File: src/rtl/pc_fetch_sequencer_if.sv
// Instruction-memory fetch handshake between the PC sequencer and imem.
// master: drives imem_req/imem_addr, samples imem_ready; slave: memory side.
interface pc_fetch_sequencer_if #(
    parameter int PC_W = 9
);
    logic            imem_req;
    logic [PC_W-1:0] imem_addr;
    logic            imem_ready;

    modport master (
        output imem_req,
        output imem_addr,
        input  imem_ready
    );

    modport slave (
        input  imem_req,
        input  imem_addr,
        output imem_ready
    );
endinterface

File: src/rtl/pc_fetch_sequencer.sv
// IF-stage PC owner and fetch sequencer: redirects, halt, fault, flush.
// Ports: clk, reset (async low), PcSel/BrPC/Halt, Stall, imem (master), Cur_PC, if_valid, flush, halted, fault.
module pc_fetch_sequencer #(
    parameter int PC_W = 9
) (
    input  logic                  clk,
    input  logic                  reset,
    input  logic                  PcSel,
    input  logic [31:0]           BrPC,
    input  logic                  Halt,
    input  logic                  Stall,
    pc_fetch_sequencer_if.master  imem,
    output logic [PC_W-1:0]       Cur_PC,
    output logic                  if_valid,
    output logic                  flush,
    output logic                  halted,
    output logic                  fault
);

    typedef enum logic [1:0] {
        IDLE   = 2'd0,
        FETCH  = 2'd1,
        HALTED = 2'd2,
        FAULT  = 2'd3
    } state_t;

    state_t          state;
    logic            pend;
    logic [PC_W-1:0] pend_pc;
    logic            fetching;
    logic            illegal;
    logic [PC_W-1:0] target;

    assign fetching = (state == FETCH);
    assign target   = BrPC[PC_W-1:0];
    assign illegal  = (BrPC[1:0] != 2'b00) || (BrPC[31:PC_W] != '0);

    assign imem.imem_req  = fetching;
    assign imem.imem_addr = fetching ? Cur_PC : '0;
    assign flush          = fetching && PcSel;
    // Dropped whenever the PC is about to move elsewhere or is frozen.
    assign if_valid       = fetching && imem.imem_ready && !Stall
                            && !pend && !PcSel;

    always_ff @(posedge clk or negedge reset) begin
        if (!reset) begin
            state   <= IDLE;
            Cur_PC  <= '0;
            pend    <= 1'b0;
            pend_pc <= '0;
            halted  <= 1'b0;
            fault   <= 1'b0;
        end else begin
            unique case (state)
                IDLE: begin
                    state <= FETCH;
                end
                FETCH: begin
                    if (PcSel && Halt) begin
                        Cur_PC <= target;
                        state  <= HALTED;
                        halted <= 1'b1;
                        pend   <= 1'b0;
                    end else if (PcSel && illegal) begin
                        state <= FAULT;
                        fault <= 1'b1;
                        pend  <= 1'b0;
                    end else if (PcSel) begin
                        // A fetch still waiting on imem keeps its address;
                        // the target is parked until that response lands.
                        if (imem.imem_ready) begin
                            Cur_PC <= target;
                            pend   <= 1'b0;
                        end else begin
                            pend_pc <= target;
                            pend    <= 1'b1;
                        end
                    end else if (pend) begin
                        if (imem.imem_ready) begin
                            Cur_PC <= pend_pc;
                            pend   <= 1'b0;
                        end
                    end else if (!Stall && imem.imem_ready) begin
                        Cur_PC <= Cur_PC + PC_W'(4);
                    end
                end
                HALTED: begin
                    state <= HALTED;
                end
                FAULT: begin
                    state <= FAULT;
                end
                default: begin
                    state <= IDLE;
                end
            endcase
        end
    end

endmodule

File: src/flat_wrapper.sv
// flat-port wrapper written by rule: the top's interface ports become plain ports
module pc_fetch_sequencer_flat 
#(
    parameter int PC_W = 9
)
  (clk, reset, PcSel, BrPC, Halt, Stall, Cur_PC, if_valid, flush, halted, fault, imem_imem_req, imem_imem_addr, imem_imem_ready);
  pc_fetch_sequencer_if #(.PC_W(PC_W)) imem_i ();
  input  logic clk;
  input  logic reset;
  input  logic PcSel;
  input  logic [31:0] BrPC;
  input  logic Halt;
  input  logic Stall;
  output logic [PC_W-1:0] Cur_PC;
  output logic if_valid;
  output logic flush;
  output logic halted;
  output logic fault;
  output wire logic [$bits(imem_i.imem_req)-1:0] imem_imem_req;
  output wire logic [$bits(imem_i.imem_addr)-1:0] imem_imem_addr;
  input wire logic [$bits(imem_i.imem_ready)-1:0] imem_imem_ready;
  assign imem_imem_req = imem_i.imem_req;
  assign imem_imem_addr = imem_i.imem_addr;
  assign imem_i.imem_ready = imem_imem_ready;
  pc_fetch_sequencer #(.PC_W(PC_W)) u_core (.clk(clk), .reset(reset), .PcSel(PcSel), .BrPC(BrPC), .Halt(Halt), .Stall(Stall), .imem(imem_i), .Cur_PC(Cur_PC), .if_valid(if_valid), .flush(flush), .halted(halted), .fault(fault));
endmodule
File: config.mk
export PLATFORM = sky130hd
export DESIGN_NAME = pc_fetch_sequencer_flat
export DESIGN_NICKNAME = d
export VERILOG_FILES = /design/src/rtl/pc_fetch_sequencer_if.sv /design/src/rtl/pc_fetch_sequencer.sv /design/src/flat_wrapper.sv
export SDC_FILE = /design/constraint.sdc
export NUM_CORES = 1
export LEC_CHECK = 0
export ABC_AREA = 1
export BUFFER_PORTS_ARGS = -buffer_cell sky130_fd_sc_hd__buf_2
export CORE_UTILIZATION = 54
export CTS_BUF_LIST = sky130_fd_sc_hd__clkbuf_4
export DETAILED_ROUTE_END_ITERATION = 7
export GPL_TIMING_DRIVEN = 1
export PLACE_DENSITY = 0.95
export SYNTH_ARGS = -nofsm -noshare
export SYNTH_HDL_FRONTEND = slang
export SYNTH_SLANG_ARGS = --single-unit
File: constraint.sdc
create_clock -name clk -period 4.2 [get_ports clk]
set_clock_uncertainty 0.2 [all_clocks]
set_input_delay 0.84 -clock clk [delete_from_list [all_inputs] [get_ports clk]]
set_output_delay 0.84 -clock clk [all_outputs]
set_load 0.02 [all_outputs]
==> flow_metrics.py, run 1 <==
metrics = {
    "yosys": {
        "netlist_top_cells_count": "nand2_1, nor2_1, inv_1, dfrtp_1, nand3_1",
        "postSynthRegisterBits": 23,
        "synthesis.yosys.warnings": 0,
        "post_synth_main_area_contributors": "dfrtp_1, nand2_1, nor2_1",
        "avgSynthCellArea_um2": 7.04,
        "postSynthNetCount": 256,
        "post-synth-top-area-fraction_pct": 37.7,
        "synth-main-ff-cell": "dfrtp_1",
        "asyncSetResetFlopFracSynth_pct": 100,
        "synth_top_cell_by_area": "dfrtp_1",
        "synth_edf_count": 0,
        "yosysMostFrequentCell": "nand2_1",
        "postSynthCellCount": 217,
        "yosysSeqAreaShare_pct": 37.7,
        "synth_cell_type_count": 34,
        "netlist_area_um2": 1530,
    },
    "floorplan": {
        "core-area_um2": 2570,
        "io_pins": 61,
        "die_area_um2": 3050,
        "rows": 18,
        "floorplan.initialDensity_pct": 59.5,
        "die_height_um": 55.2,
        "floorplan.die.width_um": 55.2,
    },
    "layout": {
        "final_net_count": 318,
        "area_growth_syn_to_fin_pct": 22.2,
        "antenna_cells_inserted": 0,
        "num-fill-cells": 214,
        "post-route-cell-area_um2": 1870,
        "drive_above_1_share_pct": 30.9,
    },
    "timing": {
        "finalSetupTns_ns": 0,
        "worst_slew_margin_rel_pct": 65.7,
        "max_clock_freq_ghz": 0.364,
        "worst_slack_on_hold_paths_ns": 0.273,
        "final_hold_viol_count": 0,
        "min_period_over_period_pct": 65.5,
        "finalCriticalPeriod_ns": 2.75,
        "final-setup-viol-count": 0,
        "rsz0062_at_grt": "no",
        "final_max_slew_viol_count": 0,
        "setup_ws_ns": 1.45,
        "max_slew.worst_pin.slew_ns": 0.514,
    },
    "clocking": {
        "cts_tree": "yes",
        "ctsHtreeMaxLevel": 1,
        "postCtsSetupBuffers": 0,
        "number_of_instances_resized_during_post_cts_repair": 0,
        "cts_made_buffers": 3,
        "clkSlewWorstSetupHoldPaths_ns": 0.13,
        "clk_root_buffer_cell": "clkbuf_4",
        "cts-hold-fix-buffers": 0,
        "clock_sink_count": 23,
        "clock_insertion_delay_worst_skew_ns": 0.32,
        "cts_max_path_buffers": 2,
    },
    "drt": {
        "num_vias": 1558,
        "route.top_layer_used": "met4",
        "finalWirelength_um": 3380,
        "detailroute.wirelength.met2_um": 1670,
        "met1Wirelength_um": 1520,
        "antenna_violating_nets_post_route": 0,
        "detail_route.drc_violations": 0,
        "dr.pass1.iters": 4,
        "avgViaCountPerCell": 5.06,
        "iter_0_drt_violations": 52,
        "met3WireLength_um": 149,
        "routedWlPerCell_um": 11.0,
    },
    "placement": {
        "port_buffers": 60,
        "detailedPlace.worstSlack_ns": 1.47,
        "finalWeightedCongestion": 0.865,
        "hpwlAfterDp_um": 2680,
        "placement.cell_area_um2": 1840,
    },
    "grt": {
        "first_global_vias": 1382,
        "grtUsageTotal_pct": 26.1,
        "gr-total-overflow": 0,
        "grt_antenna_before_repair": 0,
        "global_route_wire_length_before_repair_um": 5750,
        "grt_start_max_net_pins": 24,
    },
    "outcome": {
        "run_status": "complete, no violations",
    },
    "critical_path": {
        "critPathArrivalTime_ns": 1.71,
        "worst_ep_required_time_ns": 3.16,
        "kind_of_critical_path": "in -> out",
        "launching_element_type_of_the_critical_path": "input port",
        "timing.critical_path.to_type": "output port",
        "critPathMaxFanout": 14,
    },
    "job": {
        "max_cap_viol_count": 0,
    },
    "power_and_ir_drop": {
        "powerDensity_nw_per_um2": 272,
        "max-vdd-ir-drop_uv": 266,
        "p_leak_nw": 1.10,
    },
    "worst_hold_path": {
        "holdCritPathClass": "in -> async",
    },
}
per-layer routing:
layer / up-vias / global-route usage (%)
met5: - / 0
li1: 808 / -
met4: 0 / 8.75
met3: 4 / 3.01
met2: 45 / 45.0
met1: 701 / 33.7
worst paths after layout:
| path | from | to | slack, ns | cells past startpoint |
|---|---|---|---|---|
| setup / recovery | PcSel | if_valid | 1.45 | 5 |
| hold / removal | reset | u_core.Cur_PC[1] | 0.27 | 1 |
| setup reg to reg | u_core.Cur_PC[2] | u_core.Cur_PC[8] | 2.53 | 8 |
| hold reg to reg | u_core.fault | u_core.fault | 0.29 | 1 |
| max in group asynchronous | reset | u_core.pend_pc[8] | 3.19 | 1 |
| min in group clk | u_core.fault | u_core.fault | 0.29 | 1 |
kinds of logic after synthesis:
family          after synthesis  share of synthesized area (%)
simple gates                145                           44.5
buf+inv                      36                           10.4
flops                        23                           37.7
compound gates               11                           6.06
xor+xnor                      1                          0.573
fa+ha+maj                     1                          0.819
where the power goes:
| part | total, mW | internal (mW) | switching, mW |
|---|---|---|---|
| sequential | 0.263 | 0.243 | 0.0199 |
| combinational | 0.133 | 0.0503 | 0.0822 |
| clock | 0.113 | 0.0436 | 0.0692 |
flip-flops by register name, indices dropped and copies added, names as in the netlist:
name and flops:
u_core.pend 1, u_core.halted 1, u_core.state 2, u_core.pend_pc 9, u_core.Cur_PC 9, u_core.fault 1
critical path, cell delays in order:
cell     delay (ns)
buf_2          0.20
inv_2          0.14
nand2_4        0.10
nor4_1         0.21
buf_2          0.21
layout make-up:
class | count | area, µm² | share of cell area (%)
Timing Repair Buffer | 60 | 300 | 16.1
Tap cell | 30 | 37.5 | 2.01
Sequential cell | 23 | 576 | 30.8
Clock buffer | 4 | 30.0 | 1.61
Multi-Input combinational cell | 158 | 793 | 42.5
Inverter | 33 | 130 | 6.97
per-stage QoR:
stage / total power [mW] / instances / util (%)
global placement: 0.396 / 304 / 71.5
CTS: 0.510 / 308 / 72.7
global route: 0.537 / 308 / 72.7
finish: 0.508 / 308 / 72.7
detailed placement: 0.400 / 304 / 71.5
floorplan: 0.350 / 217 / -
cell usage in the layout, fill, tap and decap left out, types with 2 or more instances in the layout:
cell / count
nand2_1: 72
buf_2: 60
nor2_1: 29
inv_1: 27
dfrtp_1: 23
nand3_1: 21
nand4_1: 8
nand2_2: 4
clkbuf_4: 4
inv_2: 3
nor2_4: 2
inv_4: 2
a22o_2: 2
o211ai_1: 2
Power figures use the tool's default switching activity.
==> inputs of run 2 (changes only) <==
--- a/config.mk
+++ b/config.mk
@@ -7,11 +7,11 @@
 export LEC_CHECK = 0
 export ABC_AREA = 1
 export BUFFER_PORTS_ARGS = -buffer_cell sky130_fd_sc_hd__buf_2
-export CORE_UTILIZATION = 54
+export CORE_UTILIZATION = 45
 export CTS_BUF_LIST = sky130_fd_sc_hd__clkbuf_4
 export DETAILED_ROUTE_END_ITERATION = 7
 export GPL_TIMING_DRIVEN = 1
-export PLACE_DENSITY = 0.95
+export PLACE_DENSITY = 0.86
 export SYNTH_ARGS = -nofsm -noshare
 export SYNTH_HDL_FRONTEND = slang
 export SYNTH_SLANG_ARGS = --single-unit
==> constraint.sdc (replaced) <==
create_clock -name clk -period 2.24 [get_ports clk]
set_clock_uncertainty 0.2 [all_clocks]
set_input_delay 0.448 -clock clk [delete_from_list [all_inputs] [get_ports clk]]
set_output_delay 0.448 -clock clk [all_outputs]
set_load 0.02 [all_outputs]
==> run 2 against run 1 <==
  * Total power is 87% higher
  * First-iteration DRC count grew 98%
  * Core utilization down 12 points
  * Largest power group unchanged
  * Sequential share of layout area decreased by 0.57 points
  * Hold slack lost 0.071 ns
  * Worst setup slack got worse by 1.2 ns
  * Clock power up 78%
  * Combinational power up 90%
  * Via count is 0.19% lower
  * Critical endpoint unchanged
  * Sequential cell count stayed put
  * Global-route usage fell by 5.2 points
==> flow_metrics.py, run 2 (same netlist as run 1, synthesis figures left out) <==
metrics = {
    "timing": {
        "final_hold_viol_count": 0,
        "finalCriticalPeriod_ns": 2.02,
        "final_max_slew_viol_count": 0,
        "final-setup-viol-count": 0,
        "max_clock_freq_ghz": 0.495,
        "max_slew.worst_pin.slew_ns": 0.510,
        "min_period_over_period_pct": 90.2,
        "rsz0062_at_grt": "no",
        "finalSetupTns_ns": 0,
        "worst_slack_on_hold_paths_ns": 0.202,
        "setup_ws_ns": 0.219,
        "worst_slew_margin_rel_pct": 66.0,
    },
    "critical_path": {
        "regToRegSetupSlack_ns": 0.54,
        "worstPathCellList": "nor2_4, inv_4, nor4_1, buf_2",
        "setup.worst_path.start": "u_core.state[1]",
        "rr_startpoint": "u_core.Cur_PC[2]",
        "kind_of_critical_path": "reg -> out",
        "worstRegToRegCells": 7,
        "critPathArrivalTime_ns": 1.37,
        "cp_slowest_cell": "dfrtp_1",
        "timing.critical_path.to_type": "output port",
        "launching_element_type_of_the_critical_path": "register",
        "critPathMaxFanout": 16,
        "r2r-end": "u_core.Cur_PC[6]",
        "worst_ep_required_time_ns": 1.59,
        "crit_path_max_incr_delay_ns": 0.44,
        "cp-endpoint": "if_valid",
    },
    "clocking": {
        "cts_made_buffers": 3,
        "clkSlewWorstSetupHoldPaths_ns": 0.12,
        "clock_sink_count": 23,
        "number_of_instances_resized_during_post_cts_repair": 0,
        "cts_max_path_buffers": 2,
        "ctsHtreeMaxLevel": 1,
        "cts_tree": "yes",
        "clk_root_buffer_cell": "clkbuf_4",
        "clock_insertion_delay_worst_skew_ns": 0.30,
    },
    "layout": {
        "mostFrequentLayoutCells": "nand2_1, buf_2, nor2_1, inv_1, dfrtp_1",
        "antenna_cells_inserted": 0,
        "mostFrequentLayoutCell": "nand2_1",
        "drive_above_1_share_pct": 31.1,
        "largest_registers": "u_core.Cur_PC x9, u_core.pend_pc x9, u_core.state x2",
        "final_net_count": 320,
        "area_growth_syn_to_fin_pct": 24.5,
        "final_cell_count_no_fill": 324,
    },
    "grt": {
        "first_global_vias": 1388,
        "grt_start_max_net_pins": 24,
        "grt_antenna_before_repair": 0,
        "gr-total-overflow": 0,
        "global_route_wire_length_before_repair_um": 5820,
        "grtUsageTotal_pct": 20.9,
    },
    "floorplan": {
        "die_area_um2": 3630,
        "core-area_um2": 3130,
        "die_height_um": 60.3,
        "floorplan.initialDensity_pct": 48.8,
        "rows": 20,
        "io_pins": 61,
        "floorplan.die.width_um": 60.3,
    },
    "outcome": {
        "run_status": "complete, no violations",
    },
    "power_and_ir_drop": {
        "p_leak_nw": 1.11,
        "max-vdd-ir-drop_uv": 349,
        "design_power_total_mw": 0.950,
        "powerDensity_nw_per_um2": 499,
    },
    "drt": {
        "routedWlPerCell_um": 10.8,
        "avgViaCountPerCell": 4.80,
        "iter_0_drt_violations": 103,
        "antenna_violating_nets_post_route": 0,
        "dr.pass1.iters": 4,
        "detail_route.drc_violations": 0,
        "num_vias": 1555,
        "finalWirelength_um": 3480,
    },
    "placement": {
        "finalWeightedCongestion": 0.868,
        "port_buffers": 60,
        "dp.cells": 319,
        "detailedPlace.worstSlack_ns": 0.393,
        "hpwlAfterDp_um": 2760,
    },
    "job": {
        "max_cap_viol_count": 0,
    },
    "worst_hold_path": {
        "holdCritPathClass": "in -> reg",
    },
}
run 2: stage by stage:
step                      utilization, %  cell area (µm²)
final                               60.8             1900
after global placement              59.5             1860
after CTS                           60.8             1900
after detailed placement            59.5             1860
after global routing                60.8             1900
after floorplan                        -             1530
run 2: worst min path at each step:
| stage | to | slack [ns] | depth (start not counted) | from |
|---|---|---|---|---|
| detailed placement | u_core.Cur_PC[6] | 0.25 | 1 | reset |
| CTS | u_core.pend_pc[8] | 0.20 | 3 | BrPC[8] |
| finish | u_core.pend_pc[8] | 0.20 | 3 | BrPC[8] |
| floorplan | u_core.Cur_PC[0] | -0.05 | 0 | reset |
| global placement | u_core.Cur_PC[6] | 0.24 | 1 | reset |
| global route | u_core.pend_pc[8] | 0.19 | 3 | BrPC[8] |
run 2: critical path: cells and delay by family (launching register included):
kind | cells | cell delay [ns]
simple gates | 2 | 0.31
buf+inv | 2 | 0.32
flops | 1 | 0.44
run 2: cell type report:
cell class	count	area (µm²)
multi-input combinational	158	793
timing repair buffer	62	318
tap	44	55.1
sequential	23	576
fill	292	1230
clock buffer	4	30.0
inverter	33	130
run 2: what timing repair did:
action,4_1_cts,5_1_grt
endpoints found under the hold margin,23,0
hold buffers,1,0
setup buffers,0,0
run 2: layer usage:
layer | share of wire (%) | track usage [%] | up-vias
met2 | 49 | 33.3 | 47
met3 | 4.7 | 3.25 | 4
met1 | 45 | 28.2 | 692
met4 | 1.2 | 8.31 | 0
li1 | - | - | 812
met5 | 0 | 0 | -
run 2: power breakdown:
group	switching, mW	internal, mW
Sequential	0.0402	0.455
Clock	0.120	0.0814
Combinational	0.156	0.0969
